--- src/rtl/kbd_pkg.sv ---
// Shared types for the autotype injector: PS/2 event layout, shift scancode,
// injector FSM states and wait-counter load helper.
package kbd_pkg;

    typedef struct packed {
        logic       tgl;
        logic       pressed;
        logic       ext;
        logic [7:0] code;
    } ps2_evt_t;

    localparam logic [7:0] SC_LSHIFT = 8'h12;

    typedef enum logic [2:0] {
        ST_IDLE,
        ST_LOOKUP,
        ST_SHIFT_DN,
        ST_WAIT_H,
        ST_KEY_DN,
        ST_KEY_UP,
        ST_SHIFT_UP,
        ST_WAIT_G
    } inj_state_t;

    // A requested wait of 0 cycles behaves like 1.
    function automatic logic [31:0] wait_load(input int unsigned cycles);
        return (cycles == 0) ? 32'd0 : 32'(cycles - 1);
    endfunction

endpackage

--- src/rtl/ascii_scancode_rom.sv ---
// Combinational ASCII -> PS/2 set-2 scancode table with shift flag.
module ascii_scancode_rom
    import kbd_pkg::*;
(
    input  logic [7:0] ascii_i,
    output logic       ok_o,
    output logic       need_shift_o,
    output logic [7:0] code_o
);

    always_comb begin
        ok_o         = 1'b1;
        need_shift_o = 1'b0;
        code_o       = '0;
        case (ascii_i)
            8'h41, 8'h61: code_o = 8'h1C;
            8'h42, 8'h62: code_o = 8'h32;
            8'h43, 8'h63: code_o = 8'h21;
            8'h44, 8'h64: code_o = 8'h23;
            8'h45, 8'h65: code_o = 8'h24;
            8'h46, 8'h66: code_o = 8'h2B;
            8'h47, 8'h67: code_o = 8'h34;
            8'h48, 8'h68: code_o = 8'h33;
            8'h49, 8'h69: code_o = 8'h43;
            8'h4A, 8'h6A: code_o = 8'h3B;
            8'h4B, 8'h6B: code_o = 8'h42;
            8'h4C, 8'h6C: code_o = 8'h4B;
            8'h4D, 8'h6D: code_o = 8'h3A;
            8'h4E, 8'h6E: code_o = 8'h31;
            8'h4F, 8'h6F: code_o = 8'h44;
            8'h50, 8'h70: code_o = 8'h4D;
            8'h51, 8'h71: code_o = 8'h15;
            8'h52, 8'h72: code_o = 8'h2D;
            8'h53, 8'h73: code_o = 8'h1B;
            8'h54, 8'h74: code_o = 8'h2C;
            8'h55, 8'h75: code_o = 8'h3C;
            8'h56, 8'h76: code_o = 8'h2A;
            8'h57, 8'h77: code_o = 8'h1D;
            8'h58, 8'h78: code_o = 8'h22;
            8'h59, 8'h79: code_o = 8'h35;
            8'h5A, 8'h7A: code_o = 8'h1A;
            8'h30: code_o = 8'h45;
            8'h31: code_o = 8'h16;
            8'h32: code_o = 8'h1E;
            8'h33: code_o = 8'h26;
            8'h34: code_o = 8'h25;
            8'h35: code_o = 8'h2E;
            8'h36: code_o = 8'h36;
            8'h37: code_o = 8'h3D;
            8'h38: code_o = 8'h3E;
            8'h39: code_o = 8'h46;
            8'h20: code_o = 8'h29;
            8'h0D: code_o = 8'h5A;
            8'h08: code_o = 8'h66;
            8'h2C: code_o = 8'h41;
            8'h2E: code_o = 8'h49;
            8'h2F: code_o = 8'h4A;
            8'h2D: code_o = 8'h7B;
            8'h2A: code_o = 8'h7C;
            8'h2B: code_o = 8'h79;
            8'h3C: begin code_o = 8'h41; need_shift_o = 1'b1; end
            8'h3E: begin code_o = 8'h49; need_shift_o = 1'b1; end
            8'h3F: begin code_o = 8'h4A; need_shift_o = 1'b1; end
            default: ok_o = 1'b0;
        endcase
    end

endmodule

--- src/rtl/key_autotype_injector.sv ---
// Merges live PS/2 key events with paced injected ASCII keystrokes into one
// ps2_key stream; live events always win a same-cycle collision.
module key_autotype_injector
    import kbd_pkg::*;
#(
    parameter int unsigned HOLD_CYCLES = 400000,
    parameter int unsigned GAP_CYCLES  = 400000
) (
    input  logic        clk_sys,
    input  logic        reset,
    input  logic [10:0] ps2_key_in,
    input  logic [7:0]  ascii_data,
    input  logic        ascii_valid,
    output logic        ascii_ready,
    output logic [10:0] ps2_key_out,
    output logic        busy
);

    localparam logic [31:0] HOLD_LD = wait_load(HOLD_CYCLES);
    localparam logic [31:0] GAP_LD  = wait_load(GAP_CYCLES);

    inj_state_t  state_q, state_d;
    logic [31:0] cnt_q, cnt_d;
    logic        after_key_q, after_key_d;
    logic [7:0]  byte_q, byte_d;
    logic [7:0]  code_q, code_d;
    logic        shift_q, shift_d;
    logic        ready_q, ready_d;
    ps2_evt_t    out_q, out_d;
    logic        live_tgl_q;

    logic        rom_ok, rom_shift;
    logic [7:0]  rom_code;
    logic        live_evt, fsm_emit, fsm_press;
    logic [7:0]  fsm_code;

    ascii_scancode_rom u_rom (
        .ascii_i      (byte_q),
        .ok_o         (rom_ok),
        .need_shift_o (rom_shift),
        .code_o       (rom_code)
    );

    assign live_evt = ps2_key_in[10] != live_tgl_q;

    always_comb begin
        state_d     = state_q;
        cnt_d       = cnt_q;
        after_key_d = after_key_q;
        byte_d      = byte_q;
        code_d      = code_q;
        shift_d     = shift_q;
        fsm_emit    = 1'b0;
        fsm_press   = 1'b0;
        fsm_code    = code_q;
        // Emit states advance only when no live event steals this cycle.
        case (state_q)
            ST_IDLE: begin
                if (ascii_valid && ready_q) begin
                    byte_d  = ascii_data;
                    state_d = ST_LOOKUP;
                end
            end
            ST_LOOKUP: begin
                code_d  = rom_code;
                shift_d = rom_shift;
                if (!rom_ok)        state_d = ST_IDLE;
                else if (rom_shift) state_d = ST_SHIFT_DN;
                else                state_d = ST_KEY_DN;
            end
            ST_SHIFT_DN: begin
                fsm_emit  = 1'b1;
                fsm_press = 1'b1;
                fsm_code  = SC_LSHIFT;
                if (!live_evt) begin
                    state_d     = ST_WAIT_H;
                    cnt_d       = HOLD_LD;
                    after_key_d = 1'b0;
                end
            end
            ST_KEY_DN: begin
                fsm_emit  = 1'b1;
                fsm_press = 1'b1;
                if (!live_evt) begin
                    state_d     = ST_WAIT_H;
                    cnt_d       = HOLD_LD;
                    after_key_d = 1'b1;
                end
            end
            ST_WAIT_H: begin
                if (cnt_q == '0) state_d = after_key_q ? ST_KEY_UP : ST_KEY_DN;
                else             cnt_d   = cnt_q - 32'd1;
            end
            ST_KEY_UP: begin
                fsm_emit = 1'b1;
                if (!live_evt) begin
                    state_d = shift_q ? ST_SHIFT_UP : ST_WAIT_G;
                    cnt_d   = GAP_LD;
                end
            end
            ST_SHIFT_UP: begin
                fsm_emit = 1'b1;
                fsm_code = SC_LSHIFT;
                if (!live_evt) begin
                    state_d = ST_WAIT_G;
                    cnt_d   = GAP_LD;
                end
            end
            ST_WAIT_G: begin
                if (cnt_q == '0) state_d = ST_IDLE;
                else             cnt_d   = cnt_q - 32'd1;
            end
            default: state_d = ST_IDLE;
        endcase

        out_d = out_q;
        if (live_evt)
            out_d = {~out_q.tgl, ps2_key_in[9:0]};
        else if (fsm_emit)
            out_d = '{tgl: ~out_q.tgl, pressed: fsm_press, ext: 1'b0, code: fsm_code};

        ready_d = (state_d == ST_IDLE);
    end

    always_ff @(posedge clk_sys) begin
        live_tgl_q <= ps2_key_in[10];
        if (reset) begin
            state_q     <= ST_IDLE;
            cnt_q       <= '0;
            after_key_q <= 1'b0;
            byte_q      <= '0;
            code_q      <= '0;
            shift_q     <= 1'b0;
            ready_q     <= 1'b0;
            out_q       <= '0;
        end else begin
            state_q     <= state_d;
            cnt_q       <= cnt_d;
            after_key_q <= after_key_d;
            byte_q      <= byte_d;
            code_q      <= code_d;
            shift_q     <= shift_d;
            ready_q     <= ready_d;
            out_q       <= out_d;
        end
    end

    assign ascii_ready = ready_q;
    assign ps2_key_out = out_q;
    assign busy        = (state_q != ST_IDLE);

endmodule
--- config.mk ---
export PLATFORM = sky130hd
export DESIGN_NAME = key_autotype_injector
export DESIGN_NICKNAME = d
export VERILOG_FILES = /design/src/rtl/kbd_pkg.sv /design/src/rtl/ascii_scancode_rom.sv /design/src/rtl/key_autotype_injector.sv
export SDC_FILE = /design/constraint.sdc
export NUM_CORES = 1
export LEC_CHECK = 0
export BUFFER_PORTS_ARGS = -buffer_cell sky130_fd_sc_hd__buf_4
export CELL_PAD_IN_SITES_DETAIL_PLACEMENT = 0
export CELL_PAD_IN_SITES_GLOBAL_PLACEMENT = 2
export CORE_MARGIN = 5
export CORE_UTILIZATION = 35
export DETAILED_ROUTE_END_ITERATION = 6
export HOLD_SLACK_MARGIN = 0.12
export PLACE_DENSITY_LB_ADDON = 0.1
export SLEW_MARGIN = 20
export SYNTH_ARGS = -nofsm -noshare
export SYNTH_HDL_FRONTEND = slang
export SYNTH_SLANG_ARGS = --single-unit
--- constraint.sdc ---
create_clock -name clk_sys -period 2.6 [get_ports clk_sys]
set_input_delay 0.52 -clock clk_sys [delete_from_list [all_inputs] [get_ports clk_sys]]
set_output_delay 0.52 -clock clk_sys [all_outputs]
set_load 0.01 [all_outputs]
==> run_results.csv, run 1 <==
group,metric,value,unit
outcome,status,"completed",
finish,post-route-util,42.8,%
timing,rsz0062_at_grt,"no",
route,drc,0,
power_and_ir_drop,clockPowerShare,43.4,%
placement,port_buffers,34,
clocking,clock_latency,0.33,ns
critical_path,crit_fanout,15,
route,via_per_inst,5.64,
global_route,antenna_found_initial,0,
critical_path,worstSetupEndpointType,"register",
global_route,grt_pass1_vias,3870,
clocking,cts_buffers,9,
logic_synthesis,synth_seq_cells,65,
route,drtAntennaViolNets,0,
placement,dpl_worst_slack,0.161,ns
route,drtIter0Drc,310,
critical_path,crit_arrival,2.73,ns
timing,max_slew_margin,44.7,%
power_and_ir_drop,power-per-cell-area,555,nW/um2
route,firstDrtPassIters,5,
finish,multi_input_area,2510,um2
floorplan,coreArea,11300,um2
clocking,cts_hold_buffers,0,
timing,fin_crit,2.46,ns
floorplan,initial_core_util,35.5,%
logic_synthesis,syn_area,4010,um2
power_and_ir_drop,power_frac_seq,40.1,%
clocking,cts_setup_buffers,0,
finish,layout_common_cells,"72 x buf_4, 71 x nor2_1, 65 x dfxtp_1",
floorplan,pin_count,35,
route,avgRoutedWirePerCell,16.6,um
power_and_ir_drop,finalPower,2690,uW
timing,clock_skew,0.00417,ns
clocking,htreeDepth,3,
floorplan,die-area,13700,um2
floorplan,fp.dieW,117,um
finish,syn2layout_area_growth,20.9,%
finish,layout_commonest_cell,"buf_4",
clocking,cts_sinks,65,
timing,slew_violations,0,
finish,n_antenna_cell,0,
logic_synthesis,synth_ff_type,"dfxtp_1",
floorplan,rows,39,
global_route,grt-ovfl-total,0,
global_route,grt_usage,18.1,%
clocking,path_clk_slew,0.05,ns
global_route,grt_max_degree,28,
logic_synthesis,synth-edff-count,0,
power_and_ir_drop,swShare,26.8,%
timing,fmax,407,MHz
timing,finalSetupViolCount,0,
logic_synthesis,syn_area_per_cell,7.63,um2
power_and_ir_drop,share_comb_of_total_power,16.4,%
global_route,grt_first_pass_wirelength,19600,um
job,max_cap_viol_count,0,
logic_synthesis,netlist-cell-type-count,76,
floorplan,die_y,117,um
power_and_ir_drop,power.net_switching,722,uW
finish,layout-drive-gt1-share,17.9,%
logic_synthesis,synthArstFlopShare,0,%
timing,worst_pin_slew,0.827,ns
critical_path,cp_cell_sequence,"buf_4 > nor4_1 > o31a_1 > a2111oi_0 > o32a_1 > and3_1",
timing,fin_crit_sh,94.5,%
route,routed-via-count,4025,
finish,num-fill-cells,1188,
finish,fin_nets,590,
logic_synthesis,synth.yosys.warnings,0,
critical_path,start_kind,"register",
critical_path,cp_slowest_stage_delay,0.70,ns
logic_synthesis,synth_sequential_area_ratio,32.4,%
placement,dp_hpwl,8730,um
critical_path,slowest_stage,"dfxtp_1",
power_and_ir_drop,ir_drop,325,uV
timing,setup_tns,0,ns
timing,hold_viol,0,
logic_synthesis,synth_cells,526,
clocking,cts-root-buf,"clkbuf_16",
logic_synthesis,syn_nets,549,
clocking,clock_path_buffers,2,
power_and_ir_drop,p_int,1970,uW
power_and_ir_drop,p_leak,0.00182,uW
placement,globalplace.congestion,0.871,
min_path,hold_path_class,"in -> reg",
timing,fin_ws,0.143,ns
clocking,cts_tree,"done",
finish,register_area,1300,um2
critical_path,critPathRequiredTime,2.87,ns
critical_path,path_class,"reg -> reg",
route,drt-total-wl,11800,um
==> logic make-up after synthesis <==
kind of cell,after synthesis,share of synthesized area [%]
flops,65,32.4
simple gates,229,30.4
xor+xnor,24,5.24
fa+ha+maj,1,0.312
mux,7,1.75
buf+inv,54,5.45
compound gates,146,24.4
==> registers in the layout (all words and copies together), names as in the netlist <==
name and flops:
cnt_q 32, state_q 3, live_tgl_q 1, after_key_q 1, byte_q 8, code_q 7
ps2_key_out 11, shift_q 1, ascii_ready 1
==> critical path: cells and delay by family, from the launching register on <==
kind                   cells  cell delay (ns)
and+or+nand+nor            2             0.20
buffers and inverters      1             0.24
AOI/OAI and AO/OA          3             1.25
DFF                        1             0.70
==> timing repair <==
action,4_1_cts,5_1_grt
hold endpoints to repair,0,0
setup endpoints to repair,0,1
gates resized for setup,0,1
==> metrics by stage <==
stage | instances | hold slack [ns] | area (um2)
CTS | 714 | 0.307 | 4840
finish | 714 | 0.322 | 4850
detailed placement | 699 | 0.446 | 4570
global placement | 699 | 0.445 | 4570
floorplan | 526 | 0.437 | 4010
global route | 714 | 0.305 | 4850
==> power by group through the flow <==
stage / logic (uW) / registers [uW] / clock network, uW
after global routing: 493 / 1090 / 1250
after CTS: 444 / 1080 / 1200
after detailed placement: 442 / 1100 / 0
final: 443 / 1080 / 1170
after floorplan: 279 / 1090 / 0
after global placement: 441 / 1100 / 0
==> cell type report <==
cell class	count	share of cell area, %
multi-input cells	407	51.7
flip-flops and latches	65	26.8
repair buffers	72	11.1
clock buffers	12	4.87
well taps	143	3.69
inverters	12	0.929
clock inverters	3	0.877
==> metal layers <==
metal | up-vias | track usage, % | part of all wire (%)
li1 | 2026 | - | -
met2 | 116 | 26.5 | 42
met4 | 0 | 6.80 | 1.8
met5 | - | 0 | 0
met3 | 17 | 4.42 | 5.9
met1 | 1866 | 25.8 | 50
==> worst paths after layout <==
| path | start | endpoint | slack (ns) | cells after the start |
|---|---|---|---|---|
| hold / removal | ps2_key_in[10] | live_tgl_q | 0.32 | 1 |
| setup reg to reg | byte_q[2] | ascii_ready | 0.14 | 6 |
| setup / recovery | byte_q[2] | ascii_ready | 0.14 | 6 |
| hold reg to reg | ps2_key_out[1] | ps2_key_out[1] | 0.45 | 2 |
==> synthesized netlist by cell type (6+ instances only) <==
| cell | number | share of area [%] |
|---|---|---|
| or3_1 | 9 | 1.4 |
| inv_1 | 11 | 1.0 |
| xnor2_1 | 9 | 2.0 |
| nand2b_1 | 6 | 0.94 |
| nor3_1 | 22 | 2.7 |
| o21ai_0 | 19 | 2.4 |
| nor2_1 | 71 | 6.6 |
| clkbuf_1 | 35 | 3.3 |
| a31oi_1 | 7 | 1.1 |
| dfxtp_1 | 65 | 32 |
| nor4_1 | 7 | 1.1 |
| nand2_1 | 42 | 3.9 |
| mux2i_1 | 7 | 1.7 |
| nand3_1 | 15 | 1.9 |
| a211oi_1 | 7 | 1.3 |
| a21oi_1 | 47 | 5.9 |
| xor2_1 | 15 | 3.3 |
| a311oi_1 | 10 | 2.2 |
| o211ai_1 | 9 | 1.7 |
(Power assumes the default switching activity.)
==> inputs of run 2 (changes only) <==
==> constraint.sdc (replaced) <==
create_clock -name clk_sys -period 2.4 [get_ports clk_sys]
set_input_delay 0.48 -clock clk_sys [delete_from_list [all_inputs] [get_ports clk_sys]]
set_output_delay 0.48 -clock clk_sys [all_outputs]
set_load 0.01 [all_outputs]
==> run_results.csv, run 2 (synthesis results as in run 1) <==
group,metric,value,unit
outcome,status,"completed",
global_route,grt_pass1_vias,3746,
min_path,hold_path_class,"in -> reg",
critical_path,r2r_slack,0.11,ns
floorplan,coreArea,11300,um2
placement,port_buffers,34,
job,max_cap_viol_count,0,
global_route,grt_usage,18.6,%
critical_path,worstSetupEndpointType,"register",
clocking,cts_hold_buffers,0,
placement,globalplace.congestion,0.880,
finish,syn2layout_area_growth,26.4,%
placement,dpl_worst_slack,0.0198,ns
clocking,clock_latency,0.34,ns
finish,layout_common_cells,"88 x buf_4, 71 x nor2_1, 63 x dfxtp_1",
timing,finalSetupViolCount,0,
finish,fin_cells,731,
finish,layout-drive-gt1-share,21.8,%
min_path,hold_depth,1,
placement,placed_cells,715,
global_route,grt_first_pass_wirelength,19800,um
route,drtIter0Drc,304,
power_and_ir_drop,power.net_switching,780,uW
timing,fin_ws,0.109,ns
route,drtAntennaViolNets,0,
finish,top_register,"cnt_q",
route,avgRoutedWirePerCell,16.5,um
power_and_ir_drop,share_comb_of_total_power,16.4,%
finish,register_area,1300,um2
clocking,cts_tree,"done",
power_and_ir_drop,swShare,24.9,%
finish,num-fill-cells,1164,
critical_path,start_kind,"register",
critical_path,critPathRequiredTime,2.67,ns
power_and_ir_drop,finalPower,3130,uW
floorplan,initial_core_util,35.5,%
route,firstDrtPassIters,5,
power_and_ir_drop,clockPowerShare,46.3,%
route,drt-total-wl,12000,um
global_route,grt_max_degree,28,
timing,fmax,436,MHz
global_route,grt-ovfl-total,0,
power_and_ir_drop,power_frac_seq,37.4,%
floorplan,fp.dieW,117,um
clocking,cts_buffers,9,
timing,worst_pin_slew,0.557,ns
timing,fin_crit,2.29,ns
floorplan,die_y,117,um
timing,max_slew_margin,62.8,%
timing,whs,0.282,ns
floorplan,pin_count,35,
finish,fin_nets,607,
route,drc,0,
finish,multi_input_area,2540,um2
power_and_ir_drop,p_leak,0.00194,uW
timing,setup_tns,0,ns
timing,clock_skew,0.00747,ns
clocking,path_clk_slew,0.05,ns
floorplan,rows,39,
global_route,antenna_found_initial,0,
critical_path,path_class,"reg -> reg",
clocking,htreeDepth,3,
timing,fin_crit_sh,95.5,%
clocking,cts-root-buf,"clkbuf_16",
clocking,cts_sinks,65,
finish,n_antenna_cell,0,
critical_path,crit_arrival,2.56,ns
finish,layout_commonest_cell,"buf_4",
floorplan,die-area,13700,um2
power_and_ir_drop,ir_drop,438,uV
critical_path,r2r_cells,6,
route,via_per_inst,5.55,
finish,largest_register_ffs,32,
power_and_ir_drop,p_int,2350,uW
route,routed-via-count,4057,
critical_path,crit_fanout,5,
timing,slew_violations,0,
clocking,clock_path_buffers,2,
timing,hold_viol,0,
timing,rsz0062_at_grt,"yes",
power_and_ir_drop,power-per-cell-area,616,nW/um2
placement,dp_hpwl,8990,um
## run 2: final cells by class
class	instances	area share, %
Clock buffer	13	5.33
Timing Repair Buffer	89	13.4
Inverter	12	0.888
Tap cell	143	3.53
Multi-Input combinational cell	407	50.0
Sequential cell	65	25.7
Clock inverter	2	1.18
## run 2: power by group through the flow
stage               combinational, uW  sequential (uW)  clock (uW)
finish                            512             1170        1450
global route                      569             1170        1550
CTS                               507             1170        1500
detailed placement                505             1190           0
global placement                  507             1190           0
floorplan                         302             1180           0
## run 2: repair_timing
item / 4_1_cts / 5_1_grt
buffers inserted: 0 / 1
endpoints found under the hold margin: 0 / 0
gates resized for setup: 0 / 11
endpoints found under the setup margin: 0 / 18
## run 2: final timing paths
check	startpoint	to
setup reg to reg	cnt_q[3]	cnt_q[31]
hold / removal	ps2_key_in[10]	live_tgl_q
setup / recovery	cnt_q[3]	cnt_q[31]
hold reg to reg	shift_q	shift_q
## run 2: routing by layer
layer	global-route usage (%)	up-vias	routed length, um
li1	-	2049	-
met1	25.7	1869	5870
met2	27.2	120	5170
met3	6.02	19	810
met4	6.12	0	177
met5	0	-	0
## run 2: stage by stage
stage / utilization [%] / instance area (um2)
2_1_floorplan: - / 4010
3_3_place_gp: 41.5 / 4700
3_5_place_dp: 41.5 / 4700
4_1_cts: 44.4 / 5030
5_1_grt: 44.8 / 5070
6_report: 44.8 / 5070
## run 2: worst max-delay path, stage by stage, from the launching register on
cell	delay [ns]
dfxtp_1	0.35
or4_4	0.55
or3_4	0.42
nor3b_4	0.30
o21ai_2	0.12
or3_1	0.35
a21oi_1	0.14
==> inputs of run 3 (changes only) <==
--- a/config.mk
+++ b/config.mk
@@ -9,10 +9,12 @@
 export CELL_PAD_IN_SITES_DETAIL_PLACEMENT = 0
 export CELL_PAD_IN_SITES_GLOBAL_PLACEMENT = 2
 export CORE_MARGIN = 5
-export CORE_UTILIZATION = 35
+export CORE_UTILIZATION = 32
+export CTS_CLUSTER_DIAMETER = 60
 export DETAILED_ROUTE_END_ITERATION = 6
 export HOLD_SLACK_MARGIN = 0.12
 export PLACE_DENSITY_LB_ADDON = 0.1
+export RECOVER_POWER = 50
 export SLEW_MARGIN = 20
 export SYNTH_ARGS = -nofsm -noshare
 export SYNTH_HDL_FRONTEND = slang
==> constraint.sdc (replaced) <==
create_clock -name clk_sys -period 1.9 [get_ports clk_sys]
set_input_delay 0.38 -clock clk_sys [delete_from_list [all_inputs] [get_ports clk_sys]]
set_output_delay 0.38 -clock clk_sys [all_outputs]
set_load 0.01 [all_outputs]
==> run_results.csv, run 3 (synthesis results as in run 1) <==
group,metric,value,unit
outcome,status,"finished, violations left",
outcome,violations,"setup timing",
finish,layout_common_cells,"144 x buf_4, 67 x nor2_1, 54 x dfxtp_1",
floorplan,rows,41,
finish,final_area,6310,um2
timing,finalSetupViolCount,38,
critical_path,crit_arrival,2.45,ns
placement,globalplace.congestion,0.859,
finish,post-route-util,50.6,%
global_route,grt_max_degree,26,
critical_path,critPathBufInv,0,
power_and_ir_drop,ir_drop,271,uV
route,via_per_inst,5.19,
placement,port_buffers,34,
finish,num-fill-cells,1268,
placement,placed_area,5420,um2
critical_path,slowest_stage,"or4_4",
min_path,hold_path_class,"in -> reg",
route,drt-total-wl,13700,um
finish,layout_commonest_cell,"buf_4",
global_route,grt_first_pass_wirelength,21800,um
finish,syn2layout_area_growth,57.1,%
route,drc,0,
power_and_ir_drop,power-per-cell-area,627,nW/um2
clocking,cts_tree,"done",
timing,fin_ws,-0.278,ns
critical_path,crit_fanout,4,
power_and_ir_drop,finalPower,3950,uW
clocking,clock_latency,0.34,ns
critical_path,path_class,"reg -> reg",
finish,top_register,"cnt_q",
timing,clock_skew,0.00506,ns
floorplan,initial_core_util,32.2,%
timing,fmax,459,MHz
power_and_ir_drop,p_leak,0.00246,uW
finish,n_antenna_cell,0,
global_route,antenna_found_initial,0,
timing,hold_viol,0,
timing,max_slew_margin,57.6,%
critical_path,start_kind,"register",
critical_path,cp_cell_sequence,"or4_4 > or3_4 > nor3b_4 > o21ai_2 > or3_1 > a21oi_1",
critical_path,critPathRequiredTime,2.17,ns
timing,rsz0062_at_grt,"yes",
route,routed-via-count,4444,
critical_path,cp_slowest_stage_delay,0.55,ns
clocking,cts_buffers,9,
clocking,path_clk_slew,0.06,ns
global_route,grt-ovfl-total,0,
timing,fin_crit,2.18,ns
timing,slew_violations,0,
route,firstDrtPassIters,4,
timing,whs,0.233,ns
clocking,cts_sinks,65,
global_route,grt_pass1_vias,4282,
route,drtIter0Drc,220,
clocking,htreeDepth,3,
timing,setup_tns,-5.51,ns
job,max_cap_viol_count,0,
timing,worst_pin_slew,0.630,ns
finish,largest_register_ffs,32,
critical_path,worstSetupEndpointType,"register",
timing,fin_crit_sh,115,%
route,avgRoutedWirePerCell,16.0,um
floorplan,die-area,14900,um2
clocking,cts_hold_buffers,0,
critical_path,worst_path_dominant_cell_family,"simple AND/OR/NAND/NOR gates",
global_route,grt_usage,18.4,%
clocking,clock_path_buffers,2,
floorplan,pin_count,35,
finish,fin_nets,702,
clocking,cts-root-buf,"clkbuf_16",
route,drtAntennaViolNets,0,
floorplan,die_y,122,um
floorplan,fp.dieW,122,um
floorplan,coreArea,12500,um2
finish,layout-drive-gt1-share,42.3,%
placement,dp_hpwl,9920,um
[run 3: cell count changes in the layout (fill, tap and decap cells not counted), sizes merged]
cell      change
buf          +81
clkbuf       +14
bufinv        -2
clkinvlp      +2
inv           +1
[run 3: final timing paths]
path / from / endpoint / slack [ns] / depth (start not counted)
min: ps2_key_in[10] / live_tgl_q / 0.23 / 1
max: cnt_q[5] / cnt_q[31] / -0.28 / 6
max reg2reg: cnt_q[5] / cnt_q[31] / -0.28 / 6
min reg2reg: ps2_key_out[4] / ps2_key_out[4] / 0.45 / 2
[run 3: cell type report]
cell class / instances / area, um2 / share of cell area (%)
tap: 172 / 215 / 3.41
clock inverter: 3 / 23.8 / 0.377
inverter: 12 / 45.0 / 0.714
timing repair buffer: 184 / 1440 / 22.9
multi-input combinational: 407 / 3000 / 47.6
sequential: 65 / 1320 / 20.9
clock buffer: 13 / 260 / 4.13
[run 3: stage by stage]
stage | std cells | setup WS (ns)
2_1_floorplan | 526 | -0.320
4_1_cts | 850 | -0.268
6_report | 856 | -0.278
5_1_grt | 856 | -0.347
3_3_place_gp | 826 | -0.334
3_5_place_dp | 826 | -0.280
[run 3: what timing repair did]
action / 4_1_cts / 5_1_grt
gates resized for setup: 72 / 56
pin swaps: 33 / 48
buffers inserted: 10 / 9
cloned: 0 / 0
setup endpoints to repair: 42 / 42
[run 3: layer usage]
layer	track usage (%)	part of all wire [%]
met1	26.2	50
met2	28.1	45
met3	4.22	4.2
met4	4.41	1.1
met5	0	0
[run 3: power by group]
| part | internal [uW] | total (uW) | switching [uW] |
|---|---|---|---|
| registers | 1420 | 1460 | 42.9 |
| logic | 443 | 905 | 462 |
| clock network | 960 | 1590 | 626 |
| total | 2820 | 3950 | 1130 |
